<file path="src/rtl/uart_regfile_rx.sv">
`default_nettype none
// ============================================================================
// uart_regfile_rx : UART command-frame decoder driving a flop-based regfile
// Rev 1.0
// ============================================================================
module uart_regfile_rx #(
  parameter int BAUD_DIV    = 104,
  parameter int OVERSAMPLE  = 16,
  parameter int ADDR_W      = 3,
  parameter int DATA_W      = 4,
  parameter int PARITY_MODE = 0
) (
  input  logic                     clk,
  input  logic                     rst,
  input  logic                     i_rx,
  input  logic                     i_reply_ready,
  output logic                     o_reply_valid,
  output logic [ADDR_W+DATA_W:0]   o_reply_data,
  output logic                     o_parity_error,
  output logic                     o_frame_error,
  output logic                     o_overrun,
  output logic                     o_busy,
  output logic [2:0]               o_state
);

  localparam int c_PW    = 1 + ADDR_W + DATA_W;
  localparam int c_DEPTH = 2**ADDR_W;
  localparam int c_DIV_W = (BAUD_DIV > 1) ? $clog2(BAUD_DIV) : 1;
  localparam int c_OS_W  = $clog2(OVERSAMPLE);
  localparam int c_BIT_W = $clog2(c_PW + 1);

  localparam logic [c_DIV_W-1:0] c_DIV_LAST = c_DIV_W'(BAUD_DIV - 1);
  localparam logic [c_OS_W-1:0]  c_OS_MID   = c_OS_W'(OVERSAMPLE/2 - 1);
  localparam logic [c_OS_W-1:0]  c_OS_LAST  = c_OS_W'(OVERSAMPLE - 1);
  localparam logic [c_BIT_W-1:0] c_BIT_LAST = c_BIT_W'(c_PW);
  localparam logic               c_HAS_PAR  = (PARITY_MODE != 2);
  localparam logic               c_ODD_PAR  = (PARITY_MODE == 1);

  localparam logic [2:0] c_IDLE   = 3'd0;
  localparam logic [2:0] c_START  = 3'd1;
  localparam logic [2:0] c_DATA   = 3'd2;
  localparam logic [2:0] c_PARITY = 3'd3;
  localparam logic [2:0] c_STOP   = 3'd4;
  localparam logic [2:0] c_EXEC   = 3'd5;

  logic                r_rx_meta, r_rx_s, r_rx_prev;
  logic [1:0]          r_sync_vld;
  logic [2:0]          r_state, w_state_nxt;
  logic [c_DIV_W-1:0]  r_div;
  logic [c_OS_W-1:0]   r_os;
  logic [c_BIT_W-1:0]  r_bit;
  logic [c_PW-1:0]     r_shift;
  logic                r_par_bit, r_stop_bit;
  logic                r_reply_valid;
  logic [c_PW-1:0]     r_reply_data;
  logic                r_parity_error, r_frame_error, r_overrun;
  logic [DATA_W-1:0]   r_mem [c_DEPTH];

  logic                w_fall, w_tick, w_mid, w_end, w_exec;
  logic                w_rw, w_par_exp, w_par_err, w_frm_err, w_ok, w_load_ok;
  logic [ADDR_W-1:0]   w_addr;
  logic [DATA_W-1:0]   w_data, w_rd_word;

  // r_rx_prev only goes high once rx_s carries a real line sample, so a line
  // held low across reset release never looks like a start edge.
  always_ff @(posedge clk or posedge rst) begin
    if (rst) begin
      r_rx_meta  <= 1'b1;
      r_rx_s     <= 1'b1;
      r_rx_prev  <= 1'b0;
      r_sync_vld <= 2'b00;
    end else begin
      r_rx_meta  <= i_rx;
      r_rx_s     <= r_rx_meta;
      r_sync_vld <= {r_sync_vld[0], 1'b1};
      r_rx_prev  <= r_sync_vld[1] ? r_rx_s : 1'b0;
    end
  end

  assign w_fall = r_rx_prev & ~r_rx_s;
  assign w_tick = (r_div == c_DIV_LAST);
  assign w_mid  = w_tick & (r_os == c_OS_MID);
  assign w_end  = w_tick & (r_os == c_OS_LAST);

  always_ff @(posedge clk or posedge rst) begin
    if (rst) begin
      r_div <= '0;
      r_os  <= '0;
    end else if (r_state == c_IDLE) begin
      r_div <= '0;
      r_os  <= '0;
    end else if (w_tick) begin
      r_div <= '0;
      r_os  <= (r_os == c_OS_LAST) ? '0 : r_os + 1'b1;
    end else begin
      r_div <= r_div + 1'b1;
    end
  end

  always_ff @(posedge clk or posedge rst) begin
    if (rst) begin
      r_bit      <= '0;
      r_shift    <= '0;
      r_par_bit  <= 1'b0;
      r_stop_bit <= 1'b1;
    end else begin
      if (r_state == c_IDLE) begin
        r_bit <= '0;
      end else if (r_state == c_DATA && w_mid) begin
        r_shift <= {r_shift[c_PW-2:0], r_rx_s};
        r_bit   <= r_bit + 1'b1;
      end
      if (r_state == c_PARITY && w_mid) r_par_bit  <= r_rx_s;
      if (r_state == c_STOP   && w_mid) r_stop_bit <= r_rx_s;
    end
  end

  always_ff @(posedge clk or posedge rst) begin
    if (rst) r_state <= c_IDLE;
    else     r_state <= w_state_nxt;
  end

  always_comb begin
    w_state_nxt = r_state;
    case (r_state)
      c_IDLE:   if (w_fall) w_state_nxt = c_START;
      c_START: begin
        if (w_mid && r_rx_s) w_state_nxt = c_IDLE;
        else if (w_end)      w_state_nxt = c_DATA;
      end
      c_DATA:   if (w_end && r_bit == c_BIT_LAST)
                  w_state_nxt = c_HAS_PAR ? c_PARITY : c_STOP;
      c_PARITY: if (w_end) w_state_nxt = c_STOP;
      c_STOP:   if (w_mid) w_state_nxt = c_EXEC;
      c_EXEC:   w_state_nxt = c_IDLE;
      default:  w_state_nxt = c_IDLE;
    endcase
  end

  always_comb begin
    o_busy  = (r_state != c_IDLE);
    o_state = r_state;
    w_exec  = (r_state == c_EXEC);
  end

  assign w_rw      = r_shift[c_PW-1];
  assign w_addr    = r_shift[c_PW-2 -: ADDR_W];
  assign w_data    = r_shift[DATA_W-1:0];
  assign w_par_exp = c_ODD_PAR ^ (^r_shift);
  assign w_par_err = c_HAS_PAR & (r_par_bit ^ w_par_exp);
  assign w_frm_err = ~r_stop_bit;
  assign w_ok      = w_exec & ~w_par_err & ~w_frm_err;
  assign w_load_ok = ~r_reply_valid | i_reply_ready;
  assign w_rd_word = w_rw ? r_mem[w_addr] : '0;

  // A dropped reply still lets a write land; only the reply word is lost.
  always_ff @(posedge clk or posedge rst) begin
    if (rst) begin
      r_reply_valid  <= 1'b0;
      r_reply_data   <= '0;
      r_parity_error <= 1'b0;
      r_frame_error  <= 1'b0;
      r_overrun      <= 1'b0;
    end else begin
      r_parity_error <= w_exec & w_par_err;
      r_frame_error  <= w_exec & w_frm_err;
      r_overrun      <= 1'b0;
      if (r_reply_valid && i_reply_ready) r_reply_valid <= 1'b0;
      if (w_ok) begin
        if (w_load_ok) begin
          r_reply_valid <= 1'b1;
          r_reply_data  <= {w_rw, w_addr, w_rd_word};
        end else begin
          r_overrun <= 1'b1;
        end
      end
    end
  end

  always_ff @(posedge clk or posedge rst) begin
    if (rst) begin
      for (int i = 0; i < c_DEPTH; i++) r_mem[i] <= '0;
    end else if (w_ok && !w_rw) begin
      r_mem[w_addr] <= w_data;
    end
  end

  assign o_reply_valid  = r_reply_valid;
  assign o_reply_data   = r_reply_data;
  assign o_parity_error = r_parity_error;
  assign o_frame_error  = r_frame_error;
  assign o_overrun      = r_overrun;

endmodule
`default_nettype wire

</file>
<file path="config.mk">
export PLATFORM = sky130hd
export DESIGN_NAME = uart_regfile_rx
export DESIGN_NICKNAME = d
export VERILOG_FILES = /design/src/rtl/uart_regfile_rx.sv
export SDC_FILE = /design/constraint.sdc
export NUM_CORES = 1
export LEC_CHECK = 0
export BUFFER_PORTS_ARGS = -buffer_cell sky130_fd_sc_hd__buf_2
export CORE_MARGIN = 2
export CORE_UTILIZATION = 42
export CTS_CLUSTER_DIAMETER = 80
export CTS_CLUSTER_SIZE = 24
export DETAILED_ROUTE_END_ITERATION = 7
export GPL_TIMING_DRIVEN = 1
export PLACE_DENSITY = 0.64
export SYNTH_ARGS = -nofsm -noshare
export SYNTH_HDL_FRONTEND = slang
export SYNTH_SLANG_ARGS = --single-unit
</file>
<file path="constraint.sdc">
create_clock -name clk -period 2.65 [get_ports clk]
set_input_delay 0.53 -clock clk [delete_from_list [all_inputs] [get_ports clk]]
set_output_delay 0.53 -clock clk [all_outputs]
set_load 0.005 [all_outputs]
</file>
* Yosys cells after proc, flatten, opt, wreduce, memory -nomap -nowiden
Cells that the tools add are included.
** Word-level totals
- Bits in registers :: 77
- Input bits :: 4
- Output and inout port bits :: 16
- Logic and storage cells :: 102
** Operators by class
- $add $sub $neg :: 3
- Order comparisons :: 2
- Equality and inequality tests :: 14
- Muxes and demuxes :: 27
- Bitwise logic cells :: 15
- Reductions and logical operators :: 17
** Operator list (count)
- $mux 4 :: 9
- $bwmux 32 :: 1
- $mux 3 :: 6
- $pmux 3 s5 :: 1
- $mux 7 :: 2
- $bmux 4 s3 :: 1
- $demux 4 s3 :: 1
- $add 4x1->4 const B :: 2
- $eq 4x4->1 const B :: 2
- $logic_and 1x1->1 :: 8
- $reduce_xor 8->1 :: 1
- $add 7x1->7 const B :: 1
- $and 1x1->1 :: 7
- $eq 7x7->1 const B :: 1
- $eq 3x2->1 const B :: 2
- $eq 3x3->1 const B :: 2
- $mux 1 :: 6
- $ne 2x2->1 const B :: 3
- $not 1->1 :: 5
- $reduce_and 5->1 :: 1
- $eq 4x3->1 const B :: 1
- $ge 4x4->1 const B :: 1
- $lt 4x1->1 const B :: 1
- $not 3->4 :: 1
- other kinds (10) :: 12

* Longest topological paths before layout
Gate-level depths: netlist (run 1).
- Word-level depth :: 6
- Mapped depth :: 7
- Gate-level depth less buffers :: 6

* Least setup slack after synthesis (run 1)
No wires, ideal clock.
- Kind :: reg2reg
- Start point :: register r_shift[6]
- End point :: register r_reply_data[0] (netlist: o_reply_data[0])
- Library setup time :: 0.125 ns
- Arrival :: 1.888 ns
- Required time :: 2.525 ns
- Slack :: 0.638 ns
- Cell stages (with the launch flop) :: 7
- Buffers on the path :: 2
- Period minus slack after synthesis :: 2.012 ns
- Path through :: dfrtp_1 > buf_4 > xor2_1 > xnor3_1 > buf_6 > mux2i_4 > mux2_2
** Between the ends
- Word-level cells in the longest chain between the ends :: 6
** RTL lines
- from (decl) :: RTL line 52 : logic [c_PW-1:0] r_shift;
- from (signal assigned) :: RTL line 110 : r_shift <= {r_shift[c_PW-2:0], r_rx_s};
- $reduce_xor 8->1 :: RTL line 149 : assign w_par_exp = c_ODD_PAR ^ (^r_shift);
- $xor 1x1->1 :: RTL line 150 : assign w_par_err = c_HAS_PAR & (r_par_bit ^ w_par_exp);
- $not 1->1 :: RTL line 152 : assign w_ok = w_exec & ~w_par_err & ~w_frm_err;
- $and 1x1->1 (2 in series) :: RTL line 152
- $reduce_and 2->1 (no source line)
- to (signal assigned) :: RTL line 172 : r_reply_data <= {w_rw, w_addr, w_rd_word};
- to (decl) :: RTL line 55 : logic [c_PW-1:0] r_reply_data;
Parallel ways exist; a longest one is shown, timed or not. The select of a mux whose other input is x is not followed.
A chain may end at the register's enable or synchronous reset.

* Final worst setup path (run 1)
- Start point :: register r_shift[3]
- End point :: register r_reply_data[0] (netlist: o_reply_data[0])
** Between the ends
- Word-level cells in the longest chain between the ends :: 6
** RTL lines (RTL line)
- $reduce_xor 8->1 :: 149
- $xor 1x1->1 :: 150
- $not 1->1 :: 152
- $and 1x1->1 (2 in series) :: 152
- $reduce_and 2->1 (no source line)
Every way passes these cells.

==> results.ini, run 1 <==
[drt]
drt-total-wl_mm = 7.33
wl_met1_mm = 3.62
top_layer_used = met4
vias = 2496
wire_per_inst_um = 16.4
first_iter_violations = 91
drc = 0
vias_per_cell = 5.58
met2_length_mm = 3.42
ant_nets = 0
dr.pass1.iters = 5
met3_length_um = 173

[critical_path]
required_ns = 2.88
cp-end-kind = register
arrival_ns = 2.54
start_kind = register
critPathKind = reg -> reg
worstPathMaxFanout = 12
ff2ff_path_depth = 4

[clock_tree]
clk_path_buf_depth = 2
cts_hold_buffers = 0
cts_setup_buffers = 0
htreeDepth = 3
cts_tree = built
clkLatencyLatePin_ns = 0.35
cts.reportedPaths.clkPinSlew_ns = 0.07
cts.sink_count = 77
cts_resized = 0
numCtsBuffers = 9
clockRootBuffer = clkbuf_8

[finish]
drive_above_1_share = 0.360
layoutNonFillerInstCount = 447
area_delta_synth_final_pct = 11.1
num_antenna_cells = 0
fin_nets = 340

[pwr]
vdd_drop_max_v = 0.000200
leakagePower_nw = 2.00
powerDensity_mw_per_mm2 = 571

[die]
die_w_um = 100
initial_core_util = 0.427
core_mm2 = 0.00911
row_count = 35
die_y_um = 100
ioPinCount = 20
die_area_mm2 = 0.0100

[logic_synthesis]
yosys-top-cells-area = dfrtp_1 (48%), mux2_2 (14%), mux4_2 (4.6%)
yosysTopAreaCellShare = 0.476
yosys_warnings = 0
netlist_area_mm2 = 0.00389
ys_seq_elements = 77
synthesis.nets = 323
syn_area_per_cell_um2 = 12.3
synth.top_cells.by_count = dfrtp_1 (74), mux2_2 (49), clkbuf_1 (16)
synth.most_common_cell = dfrtp_1
synth_edf_count = 0
yosys.area.top_type = dfrtp_1
postSynthCellCount = 315
ys_seq_area_frac = 0.496
async_flop_share = 1.00
synth.distinct_cells = 49
ys.flop_type = dfrtp_1

[min_path]
whs_path_depth = 1
hold_path.class = in -> reg

[sta]
clock_skew_ns = 0.0114
setup_viol = 0
min_period_ns = 2.32
slew_headroom = 0.456
max_freq_mhz = 432
rsz0062_at_grt = false
slew_viol_final = 0
worst_pin_slew_ns = 0.814
fin_setup_tns_ns = 0
finalCritPeriodShare = 0.874
hold_viol = 0

[place]
gp_congestion = 0.798
dp_cells = 432
hpwlAfterDp_mm = 4.99
port_buffers = 19

[global_routing]
grtUsageTotal = 0.158
grt_max_degree = 39
grt_pass1_wl_mm = 12.5
antenna_found_initial = 0
grt_pass1_vias = 2439
overflow = 0

[run_status]
status = completed

[job]
drv_cap = 0

-- routing by layer --
| metal | track usage | vias up |
|---|---|---|
| li1 | - | 1182 |
| met1 | 0.227 | 1254 |
| met2 | 0.245 | 47 |
| met3 | 0.0202 | 13 |
| met4 | 0.0601 | 0 |
| met5 | 0 | - |
-- final timing paths --
| kind | startpoint | to | slack [ns] |
|---|---|---|---|
| worst max-delay path | r_shift[3] | o_reply_data[0] | 0.33 |
| worst min-delay path | i_rx | r_rx_meta | 0.28 |
| worst max register to register | r_shift[3] | o_reply_data[0] | 0.33 |
| worst min register to register | r_sync_vld[0] | r_sync_vld[1] | 0.35 |
| max in group asynchronous | rst | r_mem[19] | 1.63 |
| min in group asynchronous | rst | r_div[2] | 0.33 |
-- cell type report --
type                            instances  area, um2
Multi-Input combinational cell        207       1830
Clock inverter                          4       72.6
Fill cell                             822       4790
Timing Repair Buffer                   28        175
Tap cell                              111        139
Inverter                                9       33.8
Sequential cell                        77       1930
Clock buffer                           11        141
-- logic make-up (layout without fill, tap and decap cells) --
| family | after synthesis | after routing | share of synthesized area |
|---|---|---|---|
| and+or+nand+nor | 90 | 90 | 0.136 |
| DFF | 77 | 77 | 0.496 |
| muxes | 70 | 70 | 0.234 |
| buffers and inverters | 31 | 52 | 0.0338 |
| AOI/OAI and AO/OA | 29 | 29 | 0.0460 |
| xor gates and xnor gates | 13 | 13 | 0.0402 |
| adders and majority gates | 4 | 4 | 0.0129 |
| other | 1 | 1 | 0.000964 |
-- layout by cell type (no fill, tap or decap), types with 4 or more instances in the layout --
| master | count |
|---|---|
| mux2i_2 | 5 |
| nor3_1 | 4 |
| nand4_1 | 7 |
| buf_2 | 19 |
| or3b_2 | 5 |
| mux2_2 | 49 |
| clkbuf_8 | 10 |
| buf_4 | 8 |
| mux4_2 | 8 |
| dfrtp_1 | 74 |
| a21oi_1 | 11 |
| xnor2_1 | 6 |
| mux2i_1 | 4 |
| nand3_1 | 9 |
| ha_1 | 4 |
| nand2_1 | 15 |
| nor4_1 | 12 |
| a21boi_0 | 4 |
| o21ai_0 | 7 |
| nor2_1 | 12 |
| xor2_1 | 4 |
| inv_1 | 8 |
-- per-stage QoR --
step / util / hold WS [ns] / power (W) / worst slack [ns] / area [um2]
after floorplan: - / 0.331 / 0.00148 / 0.158 / 3890
after global placement: 0.451 / 0.338 / 0.00152 / 0.394 / 4110
after detailed placement: 0.451 / 0.335 / 0.00153 / 0.336 / 4110
after CTS: 0.474 / 0.275 / 0.00249 / 0.314 / 4320
after global routing: 0.474 / 0.278 / 0.00259 / 0.188 / 4320
final: 0.474 / 0.284 / 0.00247 / 0.334 / 4320
-- power breakdown --
group          leakage, nW  internal [W]  switching, W
Sequential            1.04       0.00124     0.0000670
Clock                0.105      0.000550      0.000415
Combinational        0.853     0.0000902      0.000106
-- flip-flops by register name (all words and copies together), names as in the netlist, 2 cells and up --
| register | flops |
|---|---|
| r_mem | 32 |
| o_reply_data | 8 |
| r_shift | 8 |
| r_div | 7 |
| r_bit | 4 |
| r_os | 4 |
| o_state | 3 |
| r_sync_vld | 2 |
-- worst max-delay path, cell delays in order (launching register included) --
cell and delay [ns]:
dfrtp_1 0.52, xor3_1 0.73, nand3_1 0.20, mux2i_4 0.37
mux2_2 0.38
(Power assumes the default switching activity.)
==> run 2, diff against run 1 <==
Settings changed: CELL_PAD_IN_SITES_DETAIL_PLACEMENT set to 0, CELL_PAD_IN_SITES_GLOBAL_PLACEMENT set to 1, PLACE_DENSITY 0.64 to 0.74.
==> results.ini, run 2 (synthesized netlist as in run 1, its figures left out) <==
[finish]
largest-register = r_mem
drive_above_1_share = 0.367
fin_nets = 341
layout_commonest_cell = dfrtp_1
regArea_mm2 = 0.00193
largest_register_ffs = 32
nFillCells = 839
area_delta_synth_final_pct = 11.1
multi_input_area_mm2 = 0.00183
num_antenna_cells = 0
mostFrequentLayoutCells = dfrtp_1 (74), mux2_2 (49), buf_2 (19)
fin_area_mm2 = 0.00432

[drt]
met3_length_um = 210
wire_per_inst_um = 16.7
vias = 2513
wl_met1_mm = 3.78
drt-total-wl_mm = 7.50
vias_per_cell = 5.60
first_iter_violations = 135
drc = 0
top_layer_used = met4
dr.pass1.iters = 4
ant_nets = 0
met2_length_mm = 3.36

[place]
dp_slack_ns = 0.385
port_buffers = 19
place_area_mm2 = 0.00411
hpwlAfterDp_mm = 4.97
gp_congestion = 0.773

[clock_tree]
htreeDepth = 3
cts_setup_buffers = 0
numCtsBuffers = 9
clockRootBuffer = clkbuf_8
cts.sink_count = 77
cts_resized = 0
cts_hold_buffers = 0
cts_tree = built
cts.reportedPaths.clkPinSlew_ns = 0.09
clk_path_buf_depth = 2
clkLatencyLatePin_ns = 0.36

[sta]
fin_setup_tns_ns = 0
min_period_ns = 2.28
clock_skew_ns = 0.0160
setup_viol = 0
finalCritPeriodShare = 0.861
max_freq_mhz = 438
layout_setup_ws_ns = 0.369
rsz0062_at_grt = false
hold_viol = 0
slew_viol_final = 0
whs_ns = 0.186

[die]
die_y_um = 100
row_count = 35
die_area_mm2 = 0.0100
ioPinCount = 20
die_w_um = 100
core_mm2 = 0.00911
initial_core_util = 0.427

[critical_path]
arrival_ns = 2.52
critPathKind = reg -> reg
required_ns = 2.89
r2r_setup_slack_ns = 0.37
worstPathMaxFanout = 12
start_kind = register
cp-end-kind = register

[global_routing]
overflow = 0
antenna_found_initial = 0
grt_max_degree = 57
grt_pass1_vias = 2433
grtUsageTotal = 0.163
grt_pass1_wl_mm = 12.6

[pwr]
vdd_drop_max_v = 0.000236
power_w = 0.00243
leakagePower_nw = 1.99
powerDensity_mw_per_mm2 = 562

[run_status]
status = completed

[min_path]
hold_path.class = in -> async

[job]
drv_cap = 0

## run 2: changes by cell type in the layout (fill, tap and decap cells not counted), sizes merged
cell	change
clkinvlp	+2
buf	+1
bufinv	-1
clkbuf	-1
inv	+1
## run 2: final timing paths
check                              start         endpoint  depth (start not counted)
setup / recovery              r_shift[3]  o_reply_data[3]                          4
hold / removal                       rst  o_reply_data[1]                          2
setup reg to reg              r_shift[3]  o_reply_data[3]                          4
hold reg to reg            r_sync_vld[0]    r_sync_vld[1]                          0
max in group asynchronous            rst         r_bit[3]                          3
min in group clk                    i_rx        r_rx_meta                          1
## run 2: power breakdown
group          leakage (nW)  internal (W)  total [W]  switching, W
logic                 0.859     0.0000990   0.000208      0.000109
clock network        0.0951      0.000465   0.000919      0.000453
registers              1.04       0.00124    0.00130     0.0000660
total                  1.99       0.00180    0.00243      0.000628
## run 2: cell type report
class | count | area share
clock buffers | 10 | 0.0319
inverters | 9 | 0.00782
clock inverters | 6 | 0.0162
repair buffers | 29 | 0.0423
flip-flops and latches | 77 | 0.447
well taps | 111 | 0.0321
multi-input cells | 207 | 0.423
## run 2: per-stage QoR
stage	utilization	instances
2_1_floorplan	-	315
3_3_place_gp	0.452	433
5_1_grt	0.474	449
3_5_place_dp	0.452	433
6_report	0.474	449
4_1_cts	0.474	449
## run 2: worst max-delay path, stage by stage (launching register included)
cell and delay [ns]:
dfrtp_1 0.52, xor3_1 0.71, nand3_1 0.20, mux2i_4 0.36
mux2_2 0.38
## run 2: per-layer routing
| layer | up-vias | global-route usage |
|---|---|---|
| met5 | - | 0 |
| met4 | 0 | 0.0643 |
| met3 | 12 | 0.0376 |
| met2 | 41 | 0.238 |
| met1 | 1276 | 0.236 |
| li1 | 1184 | - |
==> run 3, diff against run 2 <==
Settings changed: SETUP_SLACK_MARGIN set to 0.4.
==> results.ini, run 3 (synthesized netlist as in run 1, its figures left out) <==
[pwr]
vdd_drop_max_v = 0.000287
powerDensity_mw_per_mm2 = 560
leakagePower_nw = 2.00

[critical_path]
required_ns = 2.88
cp-end-kind = register
arrival_ns = 2.36
ff2ff_path_depth = 4
r2r-start = r_shift[3]
r2r_setup_slack_ns = 0.51
worstPathMaxFanout = 12
reg2reg_to = r_mem[19]
critPathKind = reg -> reg
start_kind = register

[global_routing]
grtUsageTotal = 0.161
overflow = 0
grt_pass1_wl_mm = 12.4
antenna_found_initial = 0
grt_max_degree = 64
grt_pass1_vias = 2374

[sta]
finalCritPeriodShare = 0.806
rsz0062_at_grt = true
min_period_ns = 2.14
max_freq_mhz = 468
whs_ns = 0.146
fin_setup_tns_ns = 0
slew_viol_final = 0
setup_viol = 0
layout_setup_ws_ns = 0.513
clock_skew_ns = 0.0131
hold_viol = 0

[place]
hpwlAfterDp_mm = 4.98
dp_slack_ns = 0.360
gp_congestion = 0.749
port_buffers = 19
place_area_mm2 = 0.00412

[clock_tree]
clk_path_buf_depth = 2
cts_tree = built
clockRootBuffer = clkbuf_8
numCtsBuffers = 9
htreeDepth = 3
cts.reportedPaths.clkPinSlew_ns = 0.09
clkLatencyLatePin_ns = 0.35
cts.sink_count = 77

[die]
die_area_mm2 = 0.0100
die_y_um = 100
ioPinCount = 20
core_mm2 = 0.00911
row_count = 35
initial_core_util = 0.427
die_w_um = 100

[finish]
largest-register = r_mem
fin_nets = 341
nFillCells = 829
num_antenna_cells = 0
regArea_mm2 = 0.00194
area_delta_synth_final_pct = 11.9
drive_above_1_share = 0.381
mostFrequentLayoutCells = dfrtp_1 (70), mux2_2 (49), buf_2 (19)
largest_register_ffs = 32
layout_commonest_cell = dfrtp_1
multi_input_area_mm2 = 0.00184
fin_area_mm2 = 0.00435

[min_path]
hold_path.class = in -> async

[drt]
vias_per_cell = 5.57
dr.pass1.iters = 4
drc = 0
wire_per_inst_um = 16.9
vias = 2492
first_iter_violations = 79
ant_nets = 0
drt-total-wl_mm = 7.55

[job]
drv_cap = 0

[run_status]
status = completed

## run 3: how the worst max path moves through the flow
stage | start | endpoint | slack (ns)
floorplan | r_shift[6] | o_reply_data[0] | 0.64
global placement | o_state[2] | r_mem[1] | 0.43
detailed placement | o_state[2] | r_mem[25] | 0.36
CTS | o_state[2] | o_busy | 0.41
global route | r_shift[3] | r_mem[19] | 0.40
finish | r_shift[3] | r_mem[19] | 0.51
## run 3: metal layers
metal / up-vias / track usage / wire length [um]
met5: - / 0 / 0
met1: 1275 / 0.234 / 3920
li1: 1180 / - / -
met2: 27 / 0.240 / 3370
met3: 10 / 0.0251 / 120
met4: 0 / 0.0695 / 131
## run 3: repair_timing
action	in CTS	in global routing
setup endpoints to repair	9	37
gates resized for setup	0	7
setup buffers	1	0
endpoints found under the hold margin	0	0
hold buffers	0	0
pin swaps	1	0
## run 3: final cells by class
class                           count  share of cell area
Clock buffer                        9              0.0285
Clock inverter                      5              0.0178
Inverter                            9             0.00863
Multi-Input combinational cell    207               0.424
Sequential cell                    77               0.445
Tap cell                          111              0.0319
Timing Repair Buffer               29              0.0449
## run 3: worst max-delay path, cell delays in order (launching register included)
cell	delay [ns]
dfrtp_2	0.48
xor3_2	0.58
nor4_1	0.48
mux2i_4	0.18
mux2_2	0.30
## run 3: metrics by stage
stage | utilization | cells | total power (W)
6_report | 0.478 | 447 | 0.00244
5_1_grt | 0.478 | 447 | 0.00257
4_1_cts | 0.475 | 447 | 0.00247
3_5_place_dp | 0.452 | 432 | 0.00153
3_3_place_gp | 0.452 | 432 | 0.00152
2_1_floorplan | - | 315 | 0.00148
## run 3: power breakdown
| part | internal [W] | switching (W) | leakage [nW] |
|---|---|---|---|
| Combinational | 0.0000898 | 0.000109 | 0.863 |
| Sequential | 0.00124 | 0.0000670 | 1.03 |
| Clock | 0.000517 | 0.000419 | 0.101 |
